## src/rtl/acc_core_pkg.sv

```systemverilog
// Shared types for the accumulator core: opcodes, FSM states and
// instruction field positions.
package acc_core_pkg;

  localparam int OPC_MSB = 7;
  localparam int OPC_LSB = 4;
  localparam int OPC_W   = OPC_MSB - OPC_LSB + 1;

  typedef enum logic [3:0] {
    OP_NOP = 4'h0,
    OP_LDA = 4'h1,
    OP_STA = 4'h2,
    OP_ADD = 4'h3,
    OP_SUB = 4'h4,
    OP_AND = 4'h5,
    OP_OR  = 4'h6,
    OP_JMP = 4'h7,
    OP_JZ  = 4'h8,
    OP_HLT = 4'hF
  } opcode_e;

  typedef enum logic [2:0] {
    S_IDLE,
    S_FETCH,
    S_DECODE,
    S_MEM_RD,
    S_EXEC,
    S_MEM_WR,
    S_HALT
  } state_e;

endpackage

```

## src/rtl/acc_core_alu.sv

```systemverilog
// Combinational ALU: accumulator (a) against memory operand (b).
// LDA passes b through so the Z flag can be taken from one place.
module acc_core_alu
  import acc_core_pkg::*;
#(
  parameter int W = 8
) (
  input  opcode_e      op_i,
  input  logic [W-1:0] a_i,
  input  logic [W-1:0] b_i,
  output logic [W-1:0] result_o,
  output logic         carry_o
);

  logic [W-1:0] and_w;
  logic [W:0]   sum_w;
  logic [W:0]   diff_w;

  for (genvar i = 0; i < W; i++) begin : g_and
    and_gate u_and (
      .a_i (a_i[i]),
      .b_i (b_i[i]),
      .y_o (and_w[i])
    );
  end

  assign sum_w  = {1'b0, a_i} + {1'b0, b_i};
  // The extra MSB of the difference is the borrow (a < b).
  assign diff_w = {1'b0, a_i} - {1'b0, b_i};

  always_comb begin
    result_o = a_i;
    carry_o  = 1'b0;
    case (op_i)
      OP_LDA: result_o = b_i;
      OP_ADD: {carry_o, result_o} = sum_w;
      OP_SUB: {carry_o, result_o} = diff_w;
      OP_AND: result_o = and_w;
      OP_OR:  result_o = a_i | b_i;
      default: ;
    endcase
  end

endmodule

```

## src/rtl/and_gate.sv

```systemverilog
// Single-bit AND leaf cell used by the ALU.
module and_gate (
  input  logic a_i,
  input  logic b_i,
  output logic y_o
);
  assign y_o = a_i & b_i;
endmodule

```

## src/rtl/acc_core_ctrl.sv

```systemverilog
// Multi-cycle accumulator processor: fetch/decode/execute FSM over a
// single req/ack memory port, owning PC, IR, ACC and the Z/C flags.
module acc_core_ctrl
  import acc_core_pkg::*;
#(
  parameter int DATA_WIDTH = 8,
  parameter int ADDR_WIDTH = 4
) (
  input  logic                  clk_i,
  input  logic                  rst_i,
  input  logic                  start_i,
  output logic                  mem_req_o,
  output logic                  mem_we_o,
  output logic [ADDR_WIDTH-1:0] mem_addr_o,
  output logic [DATA_WIDTH-1:0] mem_wdata_o,
  input  logic [DATA_WIDTH-1:0] mem_rdata_i,
  input  logic                  mem_ack_i,
  output logic [DATA_WIDTH-1:0] acc_o,
  output logic [ADDR_WIDTH-1:0] pc_o,
  output logic                  z_o,
  output logic                  c_o,
  output logic                  halted_o
);

  if (DATA_WIDTH != OPC_W + ADDR_WIDTH) begin : g_width_chk
    $error("acc_core_ctrl: DATA_WIDTH must equal 4 + ADDR_WIDTH");
  end

  state_e                state_q, state_d;
  logic [ADDR_WIDTH-1:0] pc_q, pc_d;
  logic [DATA_WIDTH-1:0] ir_q, ir_d;
  logic [DATA_WIDTH-1:0] acc_q, acc_d;
  logic [DATA_WIDTH-1:0] opnd_q, opnd_d;
  logic                  z_q, z_d;
  logic                  c_q, c_d;

  opcode_e               opcode;
  logic [ADDR_WIDTH-1:0] ir_addr;
  logic [DATA_WIDTH-1:0] alu_res;
  logic                  alu_c;

  assign opcode  = opcode_e'(ir_q[DATA_WIDTH-1 -: OPC_W]);
  assign ir_addr = ir_q[ADDR_WIDTH-1:0];

  acc_core_alu #(.W(DATA_WIDTH)) u_alu (
    .op_i     (opcode),
    .a_i      (acc_q),
    .b_i      (opnd_q),
    .result_o (alu_res),
    .carry_o  (alu_c)
  );

  always_comb begin
    state_d     = state_q;
    pc_d        = pc_q;
    ir_d        = ir_q;
    acc_d       = acc_q;
    opnd_d      = opnd_q;
    z_d         = z_q;
    c_d         = c_q;
    mem_req_o   = 1'b0;
    mem_we_o    = 1'b0;
    mem_addr_o  = pc_q;
    mem_wdata_o = acc_q;
    halted_o    = 1'b0;
    case (state_q)
      S_IDLE: begin
        if (start_i) begin
          state_d = S_FETCH;
          pc_d    = '0;
        end
      end
      S_FETCH: begin
        mem_req_o = 1'b1;
        if (mem_ack_i) begin
          ir_d    = mem_rdata_i;
          pc_d    = pc_q + 1'b1;
          state_d = S_DECODE;
        end
      end
      S_DECODE: begin
        case (opcode)
          OP_LDA, OP_ADD, OP_SUB, OP_AND, OP_OR: state_d = S_MEM_RD;
          OP_STA: state_d = S_MEM_WR;
          OP_JMP: begin
            pc_d    = ir_addr;
            state_d = S_FETCH;
          end
          OP_JZ: begin
            if (z_q) pc_d = ir_addr;
            state_d = S_FETCH;
          end
          OP_HLT:  state_d = S_HALT;
          default: state_d = S_FETCH;
        endcase
      end
      S_MEM_RD: begin
        mem_req_o  = 1'b1;
        mem_addr_o = ir_addr;
        if (mem_ack_i) begin
          opnd_d  = mem_rdata_i;
          state_d = S_EXEC;
        end
      end
      S_EXEC: begin
        acc_d = alu_res;
        z_d   = (alu_res == '0);
        // Only arithmetic touches carry; logic ops and loads leave it.
        if (opcode == OP_ADD || opcode == OP_SUB) c_d = alu_c;
        state_d = S_FETCH;
      end
      S_MEM_WR: begin
        mem_req_o  = 1'b1;
        mem_we_o   = 1'b1;
        mem_addr_o = ir_addr;
        if (mem_ack_i) state_d = S_FETCH;
      end
      S_HALT: begin
        halted_o = 1'b1;
        if (start_i) begin
          state_d = S_FETCH;
          pc_d    = '0;
        end
      end
      default: state_d = S_IDLE;
    endcase
  end

  always_ff @(posedge clk_i) begin
    if (rst_i) begin
      state_q <= S_IDLE;
      pc_q    <= '0;
      ir_q    <= '0;
      acc_q   <= '0;
      opnd_q  <= '0;
      z_q     <= 1'b0;
      c_q     <= 1'b0;
    end else begin
      state_q <= state_d;
      pc_q    <= pc_d;
      ir_q    <= ir_d;
      acc_q   <= acc_d;
      opnd_q  <= opnd_d;
      z_q     <= z_d;
      c_q     <= c_d;
    end
  end

  assign acc_o = acc_q;
  assign pc_o  = pc_q;
  assign z_o   = z_q;
  assign c_o   = c_q;

endmodule

```

## config.mk

```make
export PLATFORM = sky130hd
export DESIGN_NAME = acc_core_ctrl
export DESIGN_NICKNAME = d
export VERILOG_FILES = /design/src/rtl/acc_core_pkg.sv /design/src/rtl/acc_core_alu.sv /design/src/rtl/and_gate.sv /design/src/rtl/acc_core_ctrl.sv
export SDC_FILE = /design/constraint.sdc
export NUM_CORES = 1
export LEC_CHECK = 0
export CAP_MARGIN = 15
export CORE_ASPECT_RATIO = 2
export CORE_UTILIZATION = 60
export CTS_BUF_LIST = sky130_fd_sc_hd__clkbuf_8
export CTS_CLUSTER_DIAMETER = 200
export DETAILED_ROUTE_END_ITERATION = 8
export DONT_BUFFER_PORTS = 1
export PLACE_DENSITY = 0.79
export SLEW_MARGIN = 0
export SYNTH_ARGS = -nofsm -noshare
export SYNTH_HDL_FRONTEND = slang
export SYNTH_SLANG_ARGS = --single-unit
```

## constraint.sdc

```tcl
create_clock -name clk_i -period 2.7 [get_ports clk_i]
set_clock_uncertainty 0.05 [all_clocks]
set_input_delay 0.27 -clock clk_i [delete_from_list [all_inputs] [get_ports clk_i]]
set_output_delay 0.27 -clock clk_i [all_outputs]
set_load 0.05 [all_outputs]
```

# --- Word level (Yosys, flattened, before mapping) ---
# Cells that the tools add are included.
classes:
  eq_ne: 21
  n_lt_le_gt_ge: 0
  addsub: 3
  muxes: 17
  reduce_logical: 13
  n_div: 0
  shift: 0
  n_mul: 0
  bitwise: 9
op_table:
  columns: ["operator", "n"]
  rows:
  - ["case mux 8 bit (5 select lines)", 1]
  - ["case mux 3 bit (6 select lines)", 1]
  - ["== test 4 x 3 -> 1 bit, second input constant", 4]
  - ["two-way mux 4 bit", 4]
  - ["two-way mux 3 bit", 4]
  - ["case mux 4 bit (3 select lines)", 1]
  - ["adder 8 x 8 -> 9 bit", 1]
  - ["== test 3 bit, second input constant", 3]
  - ["case mux 3 bit (3 select lines)", 1]
  - ["subtractor 8 x 8 -> 9 bit", 1]
  - ["AND 1 bit", 8]
  - ["== test 4 x 2 -> 1 bit, second input constant", 2]
  - ["== test 4 bit, second input constant", 2]
  - ["zero test 8 bit", 1]
  - ["OR 8 bit", 1]
  - ["case mux 4 bit (2 select lines)", 1]
  - ["== test 3 x 2 -> 1 bit, second input constant", 2]
  - ["!= test 2 bit, second input constant", 3]
  - ["AND reduction 2 bit", 3]
  - ["AND reduction 5 bit", 1]
  - ["OR reduction 5 bit", 1]
  - ["adder 4 x 1 -> 4 bit, second input constant", 1]
  - ["== test 4 x 1 -> 1 bit, second input constant", 1]
  - ["AND reduction 4 bit", 1]
  - ["11 further kinds", 14]
totals:
  rom_bits: 0
  word_cells: 70
  memories: 0
  latchBits: 0
  ram_bits: 0
  register_bits: 33

# --- Longest topological paths before layout ---
# Gate-level depths: netlist of the first run.
logic_depth:
  ltp_word: 4
  ltp_mapped: 11
  mapped_depth_nobuf: 11

# --- By module ---
# A second synthesis of the first run with hierarchy kept.
unflattened:
  cells_unflattened: 395
  hier_area_um2: 3056.7
by_module_without_submodules:
  columns: ["module", "seq_area_each_um2", "area_per_inst_um2", "cells_per_inst", "n_inst"]
  rows:
  - ["acc_core_ctrl", 660.6, 1691.6, 208, 1]
  - ["acc_core_alu", 0.0, 1315.0, 179, 1]
  - ["and_gate", 0.0, 6.3, 1, 8]

# --- Worst setup path before layout of the first run ---
# No wires, ideal clock.
synth_path:
  path_type: "flip-flop to flip-flop"
  from: "register acc_q[0] (netlist: acc_o[0])"
  to: "register z_q (netlist: z_o)"
  setup_ns: 0.087
  path_stages_with_launch: 12
  synth_period_minus_slack_ns: 2.531
  path_buffers: 0
  t_arrival_ns: 2.394
  path_slack_ns: 0.169
  t_required_ns: 2.563
  cell_sequence: "dfxtp_1 inv_1 ha_1 inv_1 fa_1 nor3b_2 nor3_2 o221a_2 o21ai_1 a2111oi_0 nand4_1 o31ai_1"
synth_between:
  elab_chain_cells: 3
  word_cells_on_any_way: 6
  cone_classes: "2 x add/sub; 1 x mux; 2 x bitwise; 1 x reduce/logical"
synth_lines:
  columns: ["item", "line_no", "rtl"]
  rows:
  - ["from (decl)", "acc_core_ctrl.sv:32", "logic [DATA_WIDTH-1:0] acc_q, acc_d;"]
  - ["from (signal assigned)", "acc_core_ctrl.sv:134", "acc_q <= '0;"]
  - ["from (signal assigned)", "acc_core_ctrl.sv:142", "acc_q <= acc_d;"]
  - ["subtractor 8 x 8 -> 9 bit, or another cell as far along", "acc_core_alu.sv:29", "assign diff_w = {1'b0, a_i} - {1'b0, b_i};"]
  - ["case mux 8 bit (5 select lines) *", "acc_core_alu.sv:34", "case (op_i)"]
  - ["zero test 8 bit *", "acc_core_ctrl.sv:107", "z_d = (alu_res == '0);"]
  - ["to (signal assigned)", "acc_core_ctrl.sv:144", "z_q <= z_d;"]
  - ["to (decl)", "acc_core_ctrl.sv:34", "logic z_q, z_d;"]
# Every way passes the cells marked *; elsewhere a longest branch is shown, timed or not.
# A chain may end at the register's enable or synchronous reset.

# --- Worst setup path in the final report of the first run ---
layout_path:
  from: "register opnd_q[0]"
  to: "register acc_q[6] (netlist: acc_o[6])"
layout_between:
  elab_chain_cells: 2
  word_cells_on_any_way: 3
  cone_classes: "2 x add/sub; 1 x mux"
layout_lines:
  columns: ["item", "line_no", "rtl"]
  rows:
  - ["from (decl)", "acc_core_ctrl.sv:33", "logic [DATA_WIDTH-1:0] opnd_q, opnd_d;"]
  - ["from (signal assigned)", "acc_core_ctrl.sv:143", "opnd_q <= opnd_d;"]
  - ["subtractor 8 x 8 -> 9 bit / adder 8 x 8 -> 9 bit (equally long branches)", "acc_core_alu.sv:29, acc_core_alu.sv:27", null]
  - ["case mux 8 bit (5 select lines) *", "acc_core_alu.sv:34", null]
# Marks and branches as above.

==> results.md, run 1 <==
- Placer Congestion: approximately 1.1
- Synth area leader: dfxtp_1
- Min-delay worst type: input port to flop
- Syn avg cell area: 7.434 um2
- Power Dens Cells: about 330 nW/um2
- Clock sinks: 33
- Drt pass-1 iters: 4
- Syn Nets: ~450
- Top-Level Pins: 41
- Starting Density: 62.50%
- Setup TNS: 0 ns
- Synth warn: 0
- Tot GR Track Use: 35.87%
- Reg2Reg Capture Point: acc_o[6]
- Die height: 102.7 um
- Die Area: 5373 um2
- Initial antenna violation count: 0
- # setup viols final: 0
- Seq cells post-synth: 33
- Period Utilization, post-route: between 90% and 100%
- Mapped Area: 3040 um2
- Row count: 36
- Final core utilization: 68.98%
- N_diodes: 0
- Core Area: just under 5000 um2
- Final WS setup: approximately 0.13 ns
- Worst Setup Path Type: flop to flop
- CP Capture Type: flop
- VDD IR max: 408.8 uV
- Hold_sp: mem_rdata_i[1]
- Vias in the first global route: 2967
- Worst-case clock buffer depth: 2
- R2R depth: 10
- Max incr delay on CP: 0.41 ns
- DP Worst Slack: -0.06037 ns
- Worst EP required: 2.88 ns
- Fmax: a little under 400 MHz
- RSZ-0062 raised after global routing: yes
- Crit path max-delay family: simple AND/OR/NAND/NOR gates
- Final Net Count: between 400 and 500
- Outcome: complete, no violations
- Post-layout min period: roughly 2.6 ns
- Largest net degree at the start of global routing: 30
- ANT nets after route: 0
- Remaining global-route overflow: 0
- DRC: 0
- Top cells by count, synth: nor2_1, nand2_1, a21oi_1, dfxtp_1
- Critical path launch point type: flop
- Worst-Skew Late Latency: approximately 0.30 ns
- Worst Path Max Fanout: 5
- Seq/Total Area, Yosys: a little over a fifth
- Most frequent cell after synthesis: nor2_1
- Area growth syn-to-layout: 10.37%
- Worst setup startpoint: opnd_q[0]
- Final Cell Area: roughly 3400 um2
- Maxcap violations: 0
- DRT iter0 DRCs: slightly above 90
- Dpl hpwl: roughly 7000 um
- Worst-Margin Slew: between 1 and 1.5 ns
- Htree depth: 2
- Crit-path cells: ha_2 -> inv_1 -> fa_1 -> nand3b_1 -> nand2_2 -> a41o_1 -> nor4_1 -> or3_1 -> mux2_2 -> nor2_1
- Hold Path Stages: 2
- Total number of vias: 2991
- Main area contributors after synthesis: dfxtp_1, ha_1, nor2_1
- Reg2Reg Launch Point: opnd_q[0]
- PortBufs: 0
- Worst hold path endpoint: opnd_q[1]
- First-pass GRT wire length: 13920 um
- Average wire per standard cell: approximately 19 um
- P_leak: 1.246 nW
- Final Max Tran Viols: 0
- Slew Limit Headroom: between 20 and 25%
- Die W: 52.34 um
- Routed WL: about 9000 um
- Main flop type after synthesis: dfxtp_1
- Vias per cell: approximately 6.3
- Synth top area share: around 22%
- Async set-reset flop share out of synthesis: 0%
- Share of cells above drive strength 1: between 10% and 20%
- Number of synthesized flops with an enable pin: 0
- Hold Vio Cnt, Final: 0
- Placed instance area: 3179 um2
- Reg clk slew, reported paths: ~0.07 ns
- WP data arrival: roughly 2.7 ns
- Root Driver: clkbuf_8
- Critical-path top delay cell: fa_1
- Bufs and invs on worst path: 1
- CTS tree: done
- Total CTS buffers: 5
- Internal reg-to-reg setup slack: 0.13 ns
- Syn Inst Count: slightly above 400
- Cell variety after synth: 67
- Post-CTS Setup Bufs: 0
[metrics by stage]
| step | total power, mW | hold slack [ns] | instances |
|---|---|---|---|
| detailed placement | 0.7379 | 0.2857 | 465 |
| CTS | 1.113 | 0.04549 | 475 |
| global route | 1.167 | 0.04712 | 475 |
| floorplan | 0.6880 | 0.3560 | 409 |
| finish | 1.116 | 0.05209 | 475 |
| global placement | 0.7325 | 0.2857 | 465 |
[flip-flops by register name (all words and copies together), names as in the netlist]
| name | flops |
|---|---|
| acc_o | 8 |
| ir_q | 8 |
| opnd_q | 8 |
| pc_o | 4 |
| state_q | 3 |
| c_o | 1 |
| z_o | 1 |
[kinds of logic (layout without fill, tap and decap cells)]
family          count (synthesis)  after routing  synth area share, %
mux                            15             15                5.144
xor+xnor                        3              3               0.8644
fa+ha+maj                      28             28                12.02
buf+inv                        68             77                11.32
compound gates                 93             93                20.54
flops                          33             33                21.73
simple gates                  169            169                28.40
[layout by cell type (no fill, tap or decap), types with 3 or more instances in the layout]
| cell | count |
|---|---|
| mux2i_1 | 10 |
| nand2b_1 | 6 |
| inv_1 | 27 |
| buf_4 | 41 |
| mux2_2 | 5 |
| nor3b_1 | 5 |
| nor3_1 | 15 |
| a211oi_1 | 4 |
| a221oi_1 | 5 |
| clkbuf_8 | 5 |
| o21ai_0 | 14 |
| nor4_1 | 7 |
| nand2_1 | 34 |
| nor2_1 | 55 |
| a21oi_1 | 33 |
| and3_1 | 3 |
| nor2b_1 | 9 |
| nand3_1 | 8 |
| ha_1 | 24 |
| nand3b_1 | 7 |
| dfxtp_1 | 31 |
| o211ai_1 | 4 |
[worst max-delay path by stage]
stage,endpoint,slack (ns),cells after the start
global placement,z_o,0.06,10
floorplan,z_o,0.17,11
finish,acc_o[6],0.13,10
global route,acc_o[6],0.01,12
CTS,z_o,0.03,10
detailed placement,z_o,-0.06,10
[layer usage]
| layer | share of wire, % | vias to the layer above | wire, um | global-route usage, % |
|---|---|---|---|---|
| li1 | - | 1429 | - | - |
| met1 | 34 | 1404 | 3046 | 33.06 |
| met2 | 54 | 103 | 4854 | 63.00 |
| met3 | 4.3 | 55 | 387 | 6.490 |
| met4 | 8.4 | 0 | 756 | 33.00 |
| met5 | 0 | - | 0 | 0 |
[power by group]
| part | switching (mW) | total [mW] | leakage (nW) | internal, mW |
|---|---|---|---|---|
| Combinational | 0.139 | 0.225 | 0.929 | 0.0858 |
| Sequential | 0.0238 | 0.523 | 0.268 | 0.499 |
| Clock | 0.193 | 0.368 | 0.0491 | 0.175 |
| Total | 0.356 | 1.12 | 1.25 | 0.759 |
[layout make-up]
| class | count | area, um2 |
|---|---|---|
| repair buffers | 43 | 327.8 |
| fillers | 425 | 1509 |
| flip-flops and latches | 33 | 663.1 |
| multi-input cells | 308 | 2113 |
| clock buffers | 5 | 68.82 |
| well taps | 57 | 71.32 |
| clock inverters | 3 | 13.76 |
| inverters | 26 | 97.59 |
[what timing repair did]
action	4_1_cts	5_1_grt
pin swaps	0	6
hold endpoints to repair	29	0
cloned	0	0
endpoints found under the setup margin	1	3
gates resized for setup	2	16
hold buffers	2	0
Power figures use the tool's default switching activity.
==> run 2, diff against run 1 <==
--- a/config.mk
+++ b/config.mk
@@ -13,6 +13,7 @@
 export DETAILED_ROUTE_END_ITERATION = 8
 export DONT_BUFFER_PORTS = 1
 export PLACE_DENSITY = 0.79
+export RECOVER_POWER = 25
 export SLEW_MARGIN = 0
 export SYNTH_ARGS = -nofsm -noshare
 export SYNTH_HDL_FRONTEND = slang
==> run 2 against run 1 <==
Compared with the run above:
- global-route usage unchanged
- clock power is essentially flat
- total power is 0.11% lower
- sequential power hardly changed
- non-clock buffer count is the same
- worst hold slack barely moved
- sequential share of layout area hardly changed
- clock-buffer cell count stayed put
- critical path depth unchanged
- critical path type unchanged
- critical endpoint unchanged
- largest cell class unchanged
==> results.md, run 2 (synthesis results as in run 1) <==
- Outcome: complete, no violations
- Power Dens Cells: 332.9 nW/um2
- RSZ-0062 raised after global routing: yes
- Worst Path Max Fanout: 5
- Combinational power share: 20.1%
- Max incr delay on CP: 0.41 ns
- Bufs and invs on worst path: 1
- Starting Density: between 60% and 70%
- Final Max Tran Viols: 0
- Share of cells above drive strength 1: 17.46%
- Area growth syn-to-layout: 10.12%
- CTS tree: done
- Maxcap violations: 0
- DRT iter0 DRCs: 93
- First-pass GRT wire length: between 10000 and 15000 um
- Final Cell Area: about 3300 um2
- Worst-case clock buffer depth: 2
- VDD IR max: 408.8 uV
- Switching power of the nets: about 0.36 mW
- Critical-path top delay cell: fa_1
- Worst-Margin Slew: between 1 and 1.5 ns
- ANT nets after route: 0
- Dpl hpwl: between 6000 and 7000 um
- Vias per cell: ~6.3
- Row count: 36
- Placer Congestion: roughly 1.1
- Total CTS buffers: 5
- Most frequent cells in the layout: nor2_1, buf_4, nand2_1
- # setup viols final: 0
- CP Capture Type: flop
- Crit-path cells: ha_2 -> inv_1 -> fa_1 -> nand3b_1 -> nand2_2 -> a41o_1 -> nor4_1 -> or3_1 -> mux2_2 -> nor2_1
- Crit path max-delay family: simple AND/OR/NAND/NOR gates
- Crit. path cell count: 10
- Commonest non-fill, non-tap cell in the layout: nor2_1
- Reg2Reg Launch Point: opnd_q[0]
- Remaining global-route overflow: 0
- Pwr Total: ~1.1 mW
- N_diodes: 0
- Worst setup path endpoint: acc_o[6]
- Slew Limit Headroom: between 20% and 30%
- Min-delay worst type: input port to flop
- WP data arrival: about 2.7 ns
- Net Sw Frac: a little under a third
- Vias in the first global route: between 2k and 3k
- Reg clk slew, reported paths: around 0.070 ns
- Final Net Count: 457
- DRC: 0
- Initial antenna violation count: 0
- Clk pwr share: around a third
- Final core utilization: between 60% and 70%
- Die Area: between 5000 and 6000 um2
- PortBufs: 0
- R2R depth: 10
- Period Utilization, post-route: between 90% and 100%
- Tot GR Track Use: a little over a third
- Die height: just over 100 um
- Placed instance area: roughly 3200 um2
- Worst EP required: roughly 2.9 ns
- Post-layout min period: 2.567 ns
- Internal reg-to-reg setup slack: approximately 0.13 ns
- Largest net degree at the start of global routing: 30
- Top-Level Pins: a little over 40
- Average wire per standard cell: around 19 um
- Hold Vio Cnt, Final: 0
- P_int: about 0.76 mW
- Post-CTS Setup Bufs: 0
- P_leak: around 1.2 nW
- Worst Setup Path Type: flop to flop
- Reg2Reg Capture Point: acc_o[6]
- Root Driver: clkbuf_8
- Core Area: ~5000 um2
- Htree depth: 2
- Drt pass-1 iters: 4
- Worst-Skew Late Latency: approximately 0.3 ns
- Routed WL: between 9000 and 10000 um
- Fmax: around 400 MHz
- Clock sinks: 33
- Hold slack: around 0.052 ns
- Worst setup startpoint: opnd_q[0]
- Total number of vias: roughly 3.0k
- Sequential share of power: between 40 and 50%
- Die W: approximately 52 um
- Critical path launch point type: flop
## run 2: changes by cell type in the layout (fill, tap and decap cells not counted)
cell | before | now
buf_4 | 41 | 39
clkbuf_1 | 0 | 2
## run 2: worst register-to-register path, cell delays in order (launching register included)
cell and delay (ns):
dfxtp_1 0.40, ha_2 0.24, inv_1 0.06, fa_1 0.41, nand3b_1 0.22, nand2_2 0.13, a41o_1 0.20, nor4_1 0.05
or3_1 0.37, mux2_2 0.29, nor2_1 0.09
## run 2: layout make-up
type / count / area, um2
well taps: 57 / 71.32
repair buffers: 43 / 320.3
flip-flops and latches: 33 / 663.1
clock buffers: 5 / 68.82
fillers: 427 / 1516
multi-input cells: 308 / 2113
clock inverters: 3 / 13.76
inverters: 26 / 97.59
## run 2: power groups by stage
stage / Sequential [mW] / Combinational, mW / Clock (mW)
3_3_place_gp: 0.532 / 0.200 / 0
6_report: 0.523 / 0.224 / 0.368
3_5_place_dp: 0.533 / 0.205 / 0
4_1_cts: 0.522 / 0.217 / 0.374
2_1_floorplan: 0.531 / 0.157 / 0
5_1_grt: 0.524 / 0.242 / 0.400
## run 2: layer usage
layer,share of wire (%),vias up,GRT usage [%]
li1,-,1429,-
met1,34,1403,33.06
met2,54,103,63.00
met3,4.3,55,6.490
met4,8.4,0,33.00
met5,0,-,0
## run 2: how the worst min path moves through the flow
stage	from	to	slack, ns	cells after the start
2_1_floorplan	mem_rdata_i[4]	opnd_q[4]	0.36	2
3_3_place_gp	rst_i	acc_o[5]	0.29	1
4_1_cts	mem_rdata_i[1]	opnd_q[1]	0.05	2
3_5_place_dp	rst_i	acc_o[5]	0.29	1
5_1_grt	mem_rdata_i[7]	opnd_q[7]	0.05	2
6_report	mem_rdata_i[1]	opnd_q[1]	0.05	2
## run 2: repair_timing
action	4_1_cts	5_1_grt
pin swaps	0	6
endpoints found under the setup margin	1	3
gates resized for setup	2	16
hold buffers	2	0
hold endpoints to repair	29	0
## run 2: per-stage QoR
step	setup TNS [ns]	std cells	setup WS, ns
after floorplan	0	409	0.1693
after global placement	0	465	0.06315
after detailed placement	-0.06037	465	-0.06037
after CTS	0	475	0.02658
after global routing	0	475	0.009715
final	0	475	0.1331
